--- config.mk ---
export PLATFORM = sky130hd
export DESIGN_NAME = smpl_iter_ctrl
export DESIGN_NICKNAME = d
export VERILOG_FILES = /design/src/rtl/smpl_iter_pkg.sv /design/src/rtl/smpl_iter_step.sv /design/src/rtl/smpl_iter_ctrl.sv
export SDC_FILE = /design/constraint.sdc
export NUM_CORES = 1
export LEC_CHECK = 0
export CAP_MARGIN = 0
export CORE_AREA = 3 3 296 298
export CTS_BUF_LIST = sky130_fd_sc_hd__clkbuf_4 sky130_fd_sc_hd__clkbuf_8 sky130_fd_sc_hd__clkbuf_16
export CTS_CLUSTER_DIAMETER = 50
export DETAILED_ROUTE_END_ITERATION = 8
export DIE_AREA = 0 0 299 301
export PLACE_DENSITY = 0.5
export SYNTH_ARGS = -nofsm -noshare
export SYNTH_HDL_FRONTEND = slang
export SYNTH_SLANG_ARGS = --single-unit
export TNS_END_PERCENT = 20
--- constraint.sdc ---
create_clock -name clk -period 6 [get_ports clk]
set_input_delay 1.5 -clock clk [delete_from_list [all_inputs] [get_ports clk]]
set_output_delay 1.5 -clock clk [all_outputs]
set_load 0.01 [all_outputs]
--- src/rtl/smpl_iter_pkg.sv ---
// Shared types and helpers for the sample-iteration controller.
package smpl_iter_pkg;

  localparam int SMPL_SIGFIG = 24;

  typedef enum logic {
    WAIT = 1'b0,
    TEST = 1'b1
  } state_e;

  // One extra bit on position arithmetic so x+step cannot wrap at the screen edge.
  function automatic int step_w(input int sigfig);
    return sigfig + 1;
  endfunction

  localparam int SMPL_STEP_W = step_w(SMPL_SIGFIG);

  // Lowest set bit wins; an empty mode falls back to the coarsest step.
  function automatic logic [1:0] ss_w_lg2(input logic [3:0] ss);
    if (ss[0])      return 2'd3;
    else if (ss[1]) return 2'd2;
    else if (ss[2]) return 2'd1;
    else            return 2'd0;
  endfunction

endpackage

--- src/rtl/smpl_iter_step.sv ---
// Next raster-order sample position inside a bounding box, plus row-wrap and last flags.
module smpl_iter_step
  import smpl_iter_pkg::*;
#(
  parameter int SIGFIG = SMPL_SIGFIG
) (
  input  logic [SIGFIG-1:0]         x_i,
  input  logic [SIGFIG-1:0]         y_i,
  input  logic [SIGFIG-1:0]         llx_i,
  input  logic [SIGFIG-1:0]         urx_i,
  input  logic [SIGFIG-1:0]         ury_i,
  input  logic [step_w(SIGFIG)-1:0] step_i,
  output logic [SIGFIG-1:0]         nx_o,
  output logic [SIGFIG-1:0]         ny_o,
  output logic                      wrap_o,
  output logic                      last_o
);

  localparam int SW = step_w(SIGFIG);

  logic signed [SW-1:0] x_w, y_w, urx_w, ury_w, step_w_s, x_sum, y_sum;

  always_comb begin
    x_w      = {x_i[SIGFIG-1], x_i};
    y_w      = {y_i[SIGFIG-1], y_i};
    urx_w    = {urx_i[SIGFIG-1], urx_i};
    ury_w    = {ury_i[SIGFIG-1], ury_i};
    step_w_s = step_i;
    x_sum    = x_w + step_w_s;
    y_sum    = y_w + step_w_s;
    wrap_o   = x_sum > urx_w;
    last_o   = wrap_o && (y_sum > ury_w);
    // On the last sample the result is unused: the controller leaves the triangle.
    nx_o     = wrap_o ? llx_i : x_sum[SIGFIG-1:0];
    ny_o     = wrap_o ? y_sum[SIGFIG-1:0] : y_i;
  end

endmodule

--- src/rtl/smpl_iter_ctrl.sv ---
// Sample-iteration controller: walks a triangle's bounding box one subsample per cycle.
module smpl_iter_ctrl
  import smpl_iter_pkg::*;
#(
  parameter int SIGFIG = SMPL_SIGFIG,
  parameter int RADIX  = 10,
  parameter int VERTS  = 3,
  parameter int AXIS   = 3,
  parameter int COLORS = 3
) (
  input  logic                                   clk,
  input  logic                                   rst,
  input  logic [VERTS-1:0][AXIS-1:0][SIGFIG-1:0] tri_R13S,
  input  logic [COLORS-1:0][SIGFIG-1:0]          color_R13U,
  input  logic [1:0][1:0][SIGFIG-1:0]            box_R13S,
  input  logic                                   validTri_R13H,
  input  logic [3:0]                             subSample_RnnnnU,
  input  logic                                   halt_RnnnnL,
  output logic                                   halt_R13L,
  output logic [VERTS-1:0][AXIS-1:0][SIGFIG-1:0] tri_R14S,
  output logic [COLORS-1:0][SIGFIG-1:0]          color_R14U,
  output logic [1:0][SIGFIG-1:0]                 sample_R14S,
  output logic                                   validSamp_R14H,
  output logic                                   triDone_R14H,
  output logic [31:0]                            sampCnt_R14U,
  output state_e                                 dbg_state_o
);

  localparam int SW = step_w(SIGFIG);

  // Handshakes: a triangle transfers on a cycle where validTri_R13H & halt_R13L;
  // a sample transfers on a cycle where validSamp_R14H & halt_RnnnnL.
  state_e state_q, state_d;

  logic [VERTS-1:0][AXIS-1:0][SIGFIG-1:0] tri_q;
  logic [COLORS-1:0][SIGFIG-1:0]          color_q;
  logic [SIGFIG-1:0] x_q, y_q, llx_q, urx_q, ury_q, nx, ny;
  logic [SW-1:0]     step_q, step_d;
  logic [31:0]       cnt_q;
  logic              accept, advance, wrap, last;

  smpl_iter_step #(.SIGFIG(SIGFIG)) u_step (
    .x_i    (x_q),
    .y_i    (y_q),
    .llx_i  (llx_q),
    .urx_i  (urx_q),
    .ury_i  (ury_q),
    .step_i (step_q),
    .nx_o   (nx),
    .ny_o   (ny),
    .wrap_o (wrap),
    .last_o (last)
  );

  assign accept  = validTri_R13H && halt_R13L;
  assign advance = (state_q == TEST) && halt_RnnnnL;
  assign step_d  = SW'(1) << (RADIX - int'(ss_w_lg2(subSample_RnnnnU)));

  always_ff @(posedge clk or negedge rst) begin
    if (!rst) state_q <= WAIT;
    else      state_q <= state_d;
  end

  always_comb begin
    state_d = state_q;
    if (accept)               state_d = TEST;
    else if (advance && last) state_d = WAIT;
  end

  always_comb begin
    validSamp_R14H = (state_q == TEST);
    triDone_R14H   = validSamp_R14H && last;
    halt_R13L      = (state_q == WAIT) || (triDone_R14H && halt_RnnnnL);
  end

  always_ff @(posedge clk or negedge rst) begin
    if (!rst) begin
      tri_q   <= '0;
      color_q <= '0;
      x_q     <= '0;
      y_q     <= '0;
      llx_q   <= '0;
      urx_q   <= '0;
      ury_q   <= '0;
      step_q  <= '0;
      cnt_q   <= '0;
    end else if (accept) begin
      tri_q   <= tri_R13S;
      color_q <= color_R13U;
      x_q     <= box_R13S[0][0];
      y_q     <= box_R13S[0][1];
      llx_q   <= box_R13S[0][0];
      urx_q   <= box_R13S[1][0];
      ury_q   <= box_R13S[1][1];
      step_q  <= step_d;
      cnt_q   <= 32'd1;
    end else if (advance && !last) begin
      x_q     <= nx;
      y_q     <= ny;
      cnt_q   <= cnt_q + 32'd1;
    end
  end

  assign tri_R14S       = tri_q;
  assign color_R14U     = color_q;
  assign sample_R14S[0] = x_q;
  assign sample_R14S[1] = y_q;
  assign sampCnt_R14U   = cnt_q;
  assign dbg_state_o    = state_q;

endmodule
* Word-level counts from Yosys, hierarchy flattened
Cells that the tools add are included.
Operators by class: div/mod/pow operators 0, bitwise operators 1, order comparisons 2, shift operators 1, reduce and logical (&&, ||, !) cells 13, mux-type cells 13, add/sub/neg operators 4, equality and inequality tests 0, multipliers 0
Operator list (count):
- 24-bit 2-to-1 mux | 6
- 32-bit 2-to-1 mux | 2
- 24-bit by 25-bit adder with 25-bit output | 2
- 25-bit by 24-bit greater-than comparator with 1-bit output | 2
- 32-bit by 1-bit adder with 32-bit output, second input constant | 1
- 1-bit by 32-bit << shifter with 25-bit output, first input constant | 1
- 1-bit logical AND | 7
- 2-bit nonzero test | 3
- 4-bit by 2-bit subtractor with 5-bit output, first input constant | 1
- 2-bit 2-to-1 mux | 2
- 1-bit 2-to-1 mux | 3
- 2-bit AND reduction | 1
- 1-bit logical NOT | 1
- 1-bit logical OR | 1
- 1-bit inverter | 1
Storage, ports and cells: flip-flop bits (word level) 466, bits of input ports 392, memories kept 0, memory bits (read-only) 0, bits in latches 0, logic and storage cells 54, memory bits (writable) 0, output and inout bits 372

* Logic depth before layout (Yosys ltp)
Gate-level depths: netlist of run 1.
depth after elaboration 9, mapped depth 21, depth with buffers taken out 18

* Cells and area by module
A second synthesis of run 1 with hierarchy kept.
Second synthesis, totals: cells, all modules 2486, area total of the unflattened synthesis 21800.9 sq um
Modules (own cells, without submodules):
- smpl_iter_ctrl | sequential area each 11360.9 sq um, cells each 1899, area an instance 17486.8 sq um, instances 1
- smpl_iter_step | sequential area each 0.0 sq um, cells each 587, area an instance 4314.1 sq um, instances 1

* Worst setup path after synthesis of run 1
Ideal clock, no wire load.
path kind reg2out, start point register x_q[0], end point output triDone_R14H, cell stages (with the launch flop) 17, buffers on the path 2, required time 4.500 ns, slack 0.567 ns, data arrival time 3.933 ns, path through dfrtp_1 ha_1 fa_1 a21oi_1 o2bb2ai_1 o31ai_2 o211ai_1 a31o_2 xor2_1 ha_1 nand4_1 nor4_2 o31ai_1 a21boi_1 buf_2 buf_2 and3_1
On the way: longest elaborated chain between the ends 4
RTL lines:
- from (decl) | line smpl_iter_ctrl.sv:37 | logic [SIGFIG-1:0] x_q, y_q, llx_q, urx_q, ury_q, nx, ny;
- from (signal assigned) | line smpl_iter_ctrl.sv:90 | x_q <= box_R13S[0][0];
- from (signal assigned) | line smpl_iter_ctrl.sv:98 | x_q <= nx;
- 24-bit by 25-bit adder with 25-bit output | line smpl_iter_step.sv:29 | x_sum = x_w + step_w_s;
- 25-bit by 24-bit greater-than comparator with 1-bit output | line smpl_iter_step.sv:31 | wrap_o = x_sum > urx_w;
- 1-bit logical AND | line smpl_iter_step.sv:32 | last_o = wrap_o && (y_sum > ury_w);
- 1-bit logical AND | line smpl_iter_ctrl.sv:72 | triDone_R14H = validSamp_R14H && last;
- to (decl) | line smpl_iter_ctrl.sv:24 | output logic triDone_R14H,
Every way passes these cells.

* Final worst setup path of run 1
start point register step_q[4], end point output triDone_R14H
On the way: longest elaborated chain between the ends 4, elaborated cells on any way between the ends 6, classes of those cells add/sub: 2; order compare: 2; reduce/logical: 2
RTL lines:
- from (decl) | line smpl_iter_ctrl.sv:38 | logic [SW-1:0] step_q, step_d;
- from (signal assigned) | line smpl_iter_ctrl.sv:95 | step_q <= step_d;
- 24-bit by 25-bit adder with 25-bit output, on equally long branches | line smpl_iter_step.sv:29, smpl_iter_step.sv:30
- 25-bit by 24-bit greater-than comparator with 1-bit output, on equally long branches | line smpl_iter_step.sv:31, smpl_iter_step.sv:32
- 1-bit logical AND * | line smpl_iter_step.sv:32
- 1-bit logical AND * | line smpl_iter_ctrl.sv:72
Mark *: on every way between the ends. The rest lies on a longest branch, timed or not.

==> flow_summary_export.csv, run 1 <==
group,metric,value,unit
floorplanning,die_w,299,um
floorplanning,die_y,301,um
floorplanning,ios,764,
synth,ys_seq_area_share,53.6,%
drt,vias_per_cell,4.36,
global_routing,grt_max_degree,111,
clock_network,cts_made_buffers,78,
drt,drt_iter0_drc,1208,
worst_setup_path,crit_slowest_cell,"dfrtp_2",
synth,synth_edf_count,0,
synth,async_reset_ff_share,100,%
place,gp_congestion,0.897,
global_routing,use_met2,33.7,%
worst_setup_path,crit_cells,17,
floorplanning,start_util,24.9,%
worst_setup_path,cp-startpoint,"step_q[4]$_DFFE_PN0P_",
global_routing,grt_use_total,19.7,%
global_routing,grt_busiest_layer,"met2",
drt,vias,19128,
worst_setup_path,critPathMaxStageDelay,0.49,ns
final_layout,syn2layout_area_growth,58.1,%
clock_network,h-tree-depth,3,
timing,slew_viol_final,0,
clock_network,clock-sinks,454,
timing,worst_slew_pin_slew,0.840,ns
final_layout,utilization,39.4,%
final_layout,layout-drive-gt1-share,9.40,%
global_routing,antenna_found_initial,20,
worst_setup_path,cp_top_family,"compound AO/OA/AOI/OAI gates",
timing,rsz0062_at_grt,"yes",
synth,yosys_warnings,0,
floorplanning,rows,107,
timing,holdWs,0.468,ns
timing,timing.fmax,166,MHz
pwr,ir_drop,0.338,mV
clock_network,clock-root-buffer,"clkbuf_16",
worst_setup_path,r2r_slack,0.78,ns
global_routing,grt_pass1_vias,19691,
timing,relSlewSlack,44.0,%
synth,avgSynthCellArea,8.94,um^2
timing,finalSetupViolations,2,
synth,dominantRegCellSynth,"dfrtp_1",
final_layout,fill_cells,8581,
synth,synth.distinct_cells,80,
place,portBuffers,762,
run_status,outcome,"finished with violations",
drt,dr.pass1.iters,5,
clock_network,clk_pin_slew_worst_paths,0.05,ns
worst_setup_path,crit_chain,"ha_4, fa_2, a211oi_2, o21ai_2, o2111ai_2, a21o_1, buf_6, a211oi_4, buf_4, xnor2_2, ha_1, nand4_1, nor4_2, nand2_1, a31o_4, and3_1, buf_6",
timing,period_minus_slack,6.04,ns
pwr,p_leak,15.6,nW
run_status,violations,"negative setup slack",
worst_setup_path,crit_top_cell,"buf_6",
worst_setup_path,critical_path_class,"register to primary output",
synth,netlist_area,21200,um^2
worst_setup_path,required,4.50,ns
drt,routed_wl,91200,um
worst_setup_path,rr_endpoint,"tri_R14S[104]$_DFFE_PN0P_",
synth,netlist_instances,2371,
clock_network,worst_skew_pair.late_latency,0.63,ns
worst_setup_path,timing.rr.start,"step_q[4]$_DFFE_PN0P_",
worst_setup_path,arrival,4.54,ns
synth,syn_nets,2848,
clock_network,cts_tree,"done",
final_layout,layout.nets,3645,
worst_setup_path,setup.worst_path.end,"triDone_R14H",
worst_setup_path,reg2reg_depth,21,
global_routing,grt_first_pass_wirelength,132000,um
run,drv_cap,0,
floorplanning,core,85100,um^2
worst_setup_path,critical_path_buf_inv_count,3,
pwr,power,19.9,mW
drt,wire_per_inst,20.8,um
timing,finalCritPeriodShare,101,%
timing,fin_ws,-0.0369,ns
floorplanning,die_area,90000,um^2
min_path,min_path_type,"register to register",
global_routing,grtUsageMet3,6.25,%
pwr,pwr_density_cell,593,nW/um^2
timing,finalSetupTns,-0.0387,ns
timing,finalClockSkew,0.0280,ns
synth,synth_seq_cells,454,
worst_setup_path,end_kind,"primary output",
global_routing,grtUsageMet1,23.6,%
drt,drc,0,
place,dp_hpwl,69100,um
clock_network,clock_path_buffers,3,
worst_setup_path,startpoint_type,"register",
place,pre_cts_ws,-0.0124,ns
drt,ant_nets,0,
timing,hold_viol_final,0,
worst_setup_path,worstPathMaxFanout,5,
clock_network,ctsHoldBuffers,0,
global_routing,overflow,0,
-- flip-flops by register name, summed over array words and instances, names as in the netlist --
| register | cells |
|---|---|
| llx_q | 24 |
| dbg_state_o | 1 |
| step_q | 13 |
| sampCnt_R14U | 32 |
| urx_q | 24 |
| tri_R14S | 216 |
| ury_q | 24 |
| y_q | 24 |
| x_q | 24 |
| color_R14U | 72 |
-- logic make-up (layout without fill, tap and decap cells) --
family,Yosys count,after routing,synth area share [%]
AND/OR/NAND/NOR,1228,1228,23.5
buffers and inverters,202,1064,4.27
AO/OA/AOI/OAI,310,310,9.51
adder cells (fa/ha/maj),85,85,5.09
XOR/XNOR,63,63,2.60
flip-flops,454,454,53.6
multiplexers,29,29,1.45
other,0,9,0
-- worst min-delay path, delay by kind of cell, from the launching register on --
family	cells	cell delay, ns
flip-flops	1	0.34
AND/OR/NAND/NOR	2	0.10
-- area by class of cell --
type	instances	area (um^2)	share of cell area, %
Clock buffer	97	2170	6.49
Multi-Input combinational cell	1715	9210	27.5
Inverter	85	319	0.952
Antenna cell	9	22.5	0.0672
Clock inverter	48	658	1.96
Sequential cell	454	11400	33.9
Timing Repair Buffer	834	8330	24.9
Tap cell	1144	1430	4.27
-- synth_stat cells (9+ instances only) --
master       n  share of area [%]
and3_1      11               0.32
a21o_1      17               0.60
nand4_1     26               0.77
inv_1       85                1.5
clkbuf_1    36               0.64
nor3_1      14               0.33
buf_2       57                1.3
buf_4       20               0.71
ha_1        83                4.9
a31oi_1      9               0.27
nand3_1     24               0.57
dfrtp_1    454                 54
a21oi_1     73                1.7
or3_1       10               0.30
nor2_1      52               0.92
a211oi_1    14               0.50
mux2i_1     16               0.76
o211ai_1    12               0.42
o21ai_0     97                2.3
mux2_2      13               0.69
nand2_1   1044                 18
xnor2_1     34                1.4
o22ai_1     14               0.41
and2_1      13               0.38
xor2_1      29                1.2
-- power breakdown --
group | internal, mW | total [mW] | switching, mW | leakage (nW)
combinational | 4.26 | 9.71 | 5.45 | 8.52
clock | 3.09 | 4.83 | 1.74 | 1.38
sequential | 4.46 | 5.32 | 0.852 | 5.65
total | 11.8 | 19.9 | 8.04 | 15.6
-- stage by stage --
stage / instances / instance area (um^2)
4_1_cts: 4375 / 33400
5_1_grt: 4377 / 33500
3_3_place_gp: 4215 / 30200
2_1_floorplan: 2371 / 21200
6_report: 4386 / 33500
3_5_place_dp: 4215 / 30200
-- worst min-delay path by stage --
stage | endpoint | cells past startpoint | startpoint | slack, ns
finish | tri_R14S[211]$_DFFE_PN0P_ | 2 | tri_R14S[211]$_DFFE_PN0P_ | 0.47
global route | tri_R14S[213]$_DFFE_PN0P_ | 2 | tri_R14S[213]$_DFFE_PN0P_ | 0.49
CTS | llx_q[2]$_DFFE_PN0P_ | 2 | llx_q[2]$_DFFE_PN0P_ | 0.47
detailed placement | llx_q[2]$_DFFE_PN0P_ | 2 | llx_q[2]$_DFFE_PN0P_ | 0.46
global placement | llx_q[2]$_DFFE_PN0P_ | 2 | llx_q[2]$_DFFE_PN0P_ | 0.45
floorplan | llx_q[18]$_DFFE_PN0P_ | 2 | llx_q[18]$_DFFE_PN0P_ | 0.44
-- layout by cell type, fill, tap and decap left out, drive strengths merged, types with 5 or more instances in the layout --
cell / instances
xnor2: 34
inv: 93
or3: 11
dfrtp: 454
nand3: 26
o21ai: 104
clkinvlp: 8
a21oi: 75
buf: 75
and3: 12
nand2: 1044
xor2: 29
a22oi: 5
nor3: 15
o22ai: 15
mux2i: 16
clkinv: 21
a211oi: 16
and2: 13
a31oi: 10
o211ai: 13
mux2: 13
nor2: 55
ha: 83
clkdlybuf4s50: 759
diode: 9
bufinv: 11
nand4: 27
a21o: 17
clkbuf: 97
o2111ai: 6
o31ai: 6
o21bai: 6
-- what timing repair did --
item,4_1_cts,5_1_grt
pin swaps,35,14
gates resized for setup,52,8
setup endpoints to repair,2,2
setup buffers,15,2
-- routing by layer --
metal  vias up  part of all wire [%]
li1       9374                     -
met1      9008                    40
met2       590                    49
met3       142                   7.9
met4        14                   2.8
met5         -                  0.10
Power figures use the tool's default switching activity.
==> run 2, diff against run 1 <==
--- a/config.mk
+++ b/config.mk
@@ -6,12 +6,13 @@
 export NUM_CORES = 1
 export LEC_CHECK = 0
 export CAP_MARGIN = 0
-export CORE_AREA = 3 3 296 298
+export CORE_AREA = 3 3 295 297
 export CTS_BUF_LIST = sky130_fd_sc_hd__clkbuf_4 sky130_fd_sc_hd__clkbuf_8 sky130_fd_sc_hd__clkbuf_16
 export CTS_CLUSTER_DIAMETER = 50
 export DETAILED_ROUTE_END_ITERATION = 8
-export DIE_AREA = 0 0 299 301
-export PLACE_DENSITY = 0.5
+export DIE_AREA = 0 0 298 300
+export PLACE_DENSITY = 0.51
+export RECOVER_POWER = 25
 export SYNTH_ARGS = -nofsm -noshare
 export SYNTH_HDL_FRONTEND = slang
 export SYNTH_SLANG_ARGS = --single-unit
==> run 2 against run 1 <==
  * The flow finishes with violations (max-capacitance violations, max-slew violations, negative setup slack)
  * Sequential cell count is the same
  * Final cell count fell by 0.23%
  * Power shrank 0.60%
  * Hold slack got worse by 0.0021 ns
  * Clock skew grew 0.0027 ns
  * Maximum frequency is 1.5% lower
  * Sequential share of layout area increased by 0.069 points
  * Clock-buffer cell count fell by 4
  * Die area shrank 0.67%
  * Critical endpoint is now halt_R13L
  * Largest cell class unchanged
==> flow_summary_export.csv, run 2 (synthesis results as in run 1) <==
group,metric,value,unit
drt,drt_iter0_drc,1374,
worst_setup_path,startpoint_type,"register",
drt,ant_nets,0,
worst_setup_path,worstPathMaxFanout,4,
timing,holdWs,0.466,ns
drt,routed_wl,91100,um
global_routing,grt_first_pass_wirelength,133000,um
global_routing,grt_max_degree,126,
worst_setup_path,arrival,4.63,ns
global_routing,antenna_found_initial,25,
drt,vias_per_cell,4.44,
floorplanning,rows,107,
global_routing,grt_use_total,19.8,%
clock_network,clock_path_buffers,3,
floorplanning,die_area,89400,um^2
final_layout,layout-drive-gt1-share,9.36,%
floorplanning,ios,764,
place,gp_congestion,0.878,
final_layout,final_cell_mix,"nand2_1, clkdlybuf4s50_1, dfrtp_1",
run_status,violations,"max-capacitance violations, max-slew violations, negative setup slack",
worst_setup_path,critical_path_class,"register to primary output",
worst_setup_path,cp_top_family,"compound AO/OA/AOI/OAI gates",
worst_setup_path,r2r_slack,0.65,ns
timing,rsz0062_at_grt,"yes",
worst_setup_path,critical_path_buf_inv_count,5,
clock_network,cts_tree,"done",
worst_setup_path,crit_top_cell,"buf_6",
worst_setup_path,crit_chain,"ha_4, fa_2, a21oi_4, o2bb2ai_4, o31ai_4, buf_6, o211ai_1, a31o_2, nand2_1, xnor2_1, ha_1, nand4_1, buf_4, nor4_4, buf_4, a31oi_4, a21boi_4, buf_6, nand3_2, nand2_2, buf_6",
worst_setup_path,cp-startpoint,"step_q[4]$_DFFE_PN0P_",
worst_setup_path,reg2reg_depth,22,
worst_setup_path,end_kind,"primary output",
final_layout,utilization,39.4,%
final_layout,syn2layout_area_growth,57.8,%
final_layout,finalNonFillerCells,4376,
place,pre_cts_ws,0.00142,ns
clock_network,clock-root-buffer,"clkbuf_16",
pwr,ir_drop,0.290,mV
clock_network,clk_pin_slew_worst_paths,0.05,ns
timing,fin_ws,-0.127,ns
worst_setup_path,rr_endpoint,"sampCnt_R14U[10]$_DFFE_PN0P_",
floorplanning,core,84900,um^2
clock_network,h-tree-depth,3,
worst_setup_path,critPathMaxStageDelay,0.49,ns
drt,dr.pass1.iters,7,
timing,worst_slew_pin_slew,4.00,ns
min_path,min_path_type,"register to register",
pwr,power,19.7,mW
place,dp.cells,4219,
worst_setup_path,required,4.50,ns
place,dp_hpwl,69300,um
floorplanning,die_w,298,um
min_path,hold-path-cell-count,2,
worst_setup_path,crit_slowest_cell,"dfrtp_2",
timing,finalClockSkew,0.0307,ns
min_path,hold_start,"tri_R14S[22]$_DFFE_PN0P_",
clock_network,cts_made_buffers,76,
clock_network,clock-sinks,454,
timing,period_minus_slack,6.13,ns
global_routing,grt_pass1_vias,19666,
floorplanning,start_util,25.0,%
drt,drc,0,
final_layout,mostFrequentLayoutCell,"nand2_1",
global_routing,overflow,0,
place,portBuffers,762,
timing,relSlewSlack,-167,%
pwr,p_leak,15.5,nW
drt,wire_per_inst,20.8,um
run,drv_cap,1,
timing,timing.fmax,163,MHz
drt,vias,19423,
timing,slew_viol_final,68,
timing,finalSetupViolations,2,
final_layout,layout.nets,3644,
worst_setup_path,timing.rr.start,"step_q[4]$_DFFE_PN0P_",
timing,finalCritPeriodShare,102,%
pwr,pwr_density_cell,590,nW/um^2
run_status,outcome,"finished with violations",
timing,hold_viol_final,0,
min_path,hold_path_end,"tri_R14S[22]$_DFFE_PN0P_",
final_layout,fill_cells,8639,
clock_network,worst_skew_pair.late_latency,0.62,ns
floorplanning,die_y,300,um
final_layout,largest_reg_flops,216,
[run 2: layer usage]
layer / wire length, um / vias up / track usage, %
li1: - / 9365 / -
met1: 37300 / 9278 / 24.5
met2: 43900 / 604 / 32.9
met3: 6910 / 148 / 6.40
met4: 2790 / 28 / 6.44
met5: 184 / - / 0
[run 2: per-stage QoR]
step                      cell area (um^2)  TNS [ns]
final                                33400    -0.194
after global routing                 33400    -0.611
after CTS                            33200    -0.109
after detailed placement             30400         0
after global placement               30400         0
after floorplan                      21200         0
[run 2: timing repair]
item                                    4_1_cts  5_1_grt
pin swaps                                    27       24
gates resized for setup                      45       26
buffers inserted                              8        6
hold buffers                                  0        0
endpoints found under the setup margin        2        2
[run 2: area by class of cell]
type / instances / area [um^2] / share of cell area [%]
sequential: 454 / 11400 / 34.0
multi-input combinational: 1715 / 9260 / 27.7
timing repair buffer: 835 / 8390 / 25.1
clock buffer: 93 / 2100 / 6.29
tap: 1144 / 1430 / 4.28
clock inverter: 46 / 563 / 1.68
inverter: 85 / 319 / 0.954
antenna: 4 / 10.0 / 0.0299
[run 2: worst reg2reg max path: cells and delay by family (launching register included)]
| family | cells | cell delay, ns |
|---|---|---|
| adders and majority gates | 3 | 0.92 |
| xor gates and xnor gates | 1 | 0.07 |
| and+or+nand+nor | 4 | 0.96 |
| AOI/OAI and AO/OA | 9 | 2.08 |
| DFF | 1 | 0.49 |
| buffers and inverters | 5 | 0.74 |
[run 2: how the worst max path moves through the flow]
stage	end	depth (start not counted)
2_1_floorplan	triDone_R14H	16
3_3_place_gp	halt_R13L	18
3_5_place_dp	halt_R13L	18
4_1_cts	halt_R13L	19
5_1_grt	halt_R13L	21
6_report	halt_R13L	21
[run 2: report_power, final]
group | internal, mW | leakage [nW] | switching, mW
Combinational | 4.38 | 8.53 | 5.48
Clock | 2.82 | 1.30 | 1.73
Sequential | 4.46 | 5.65 | 0.857
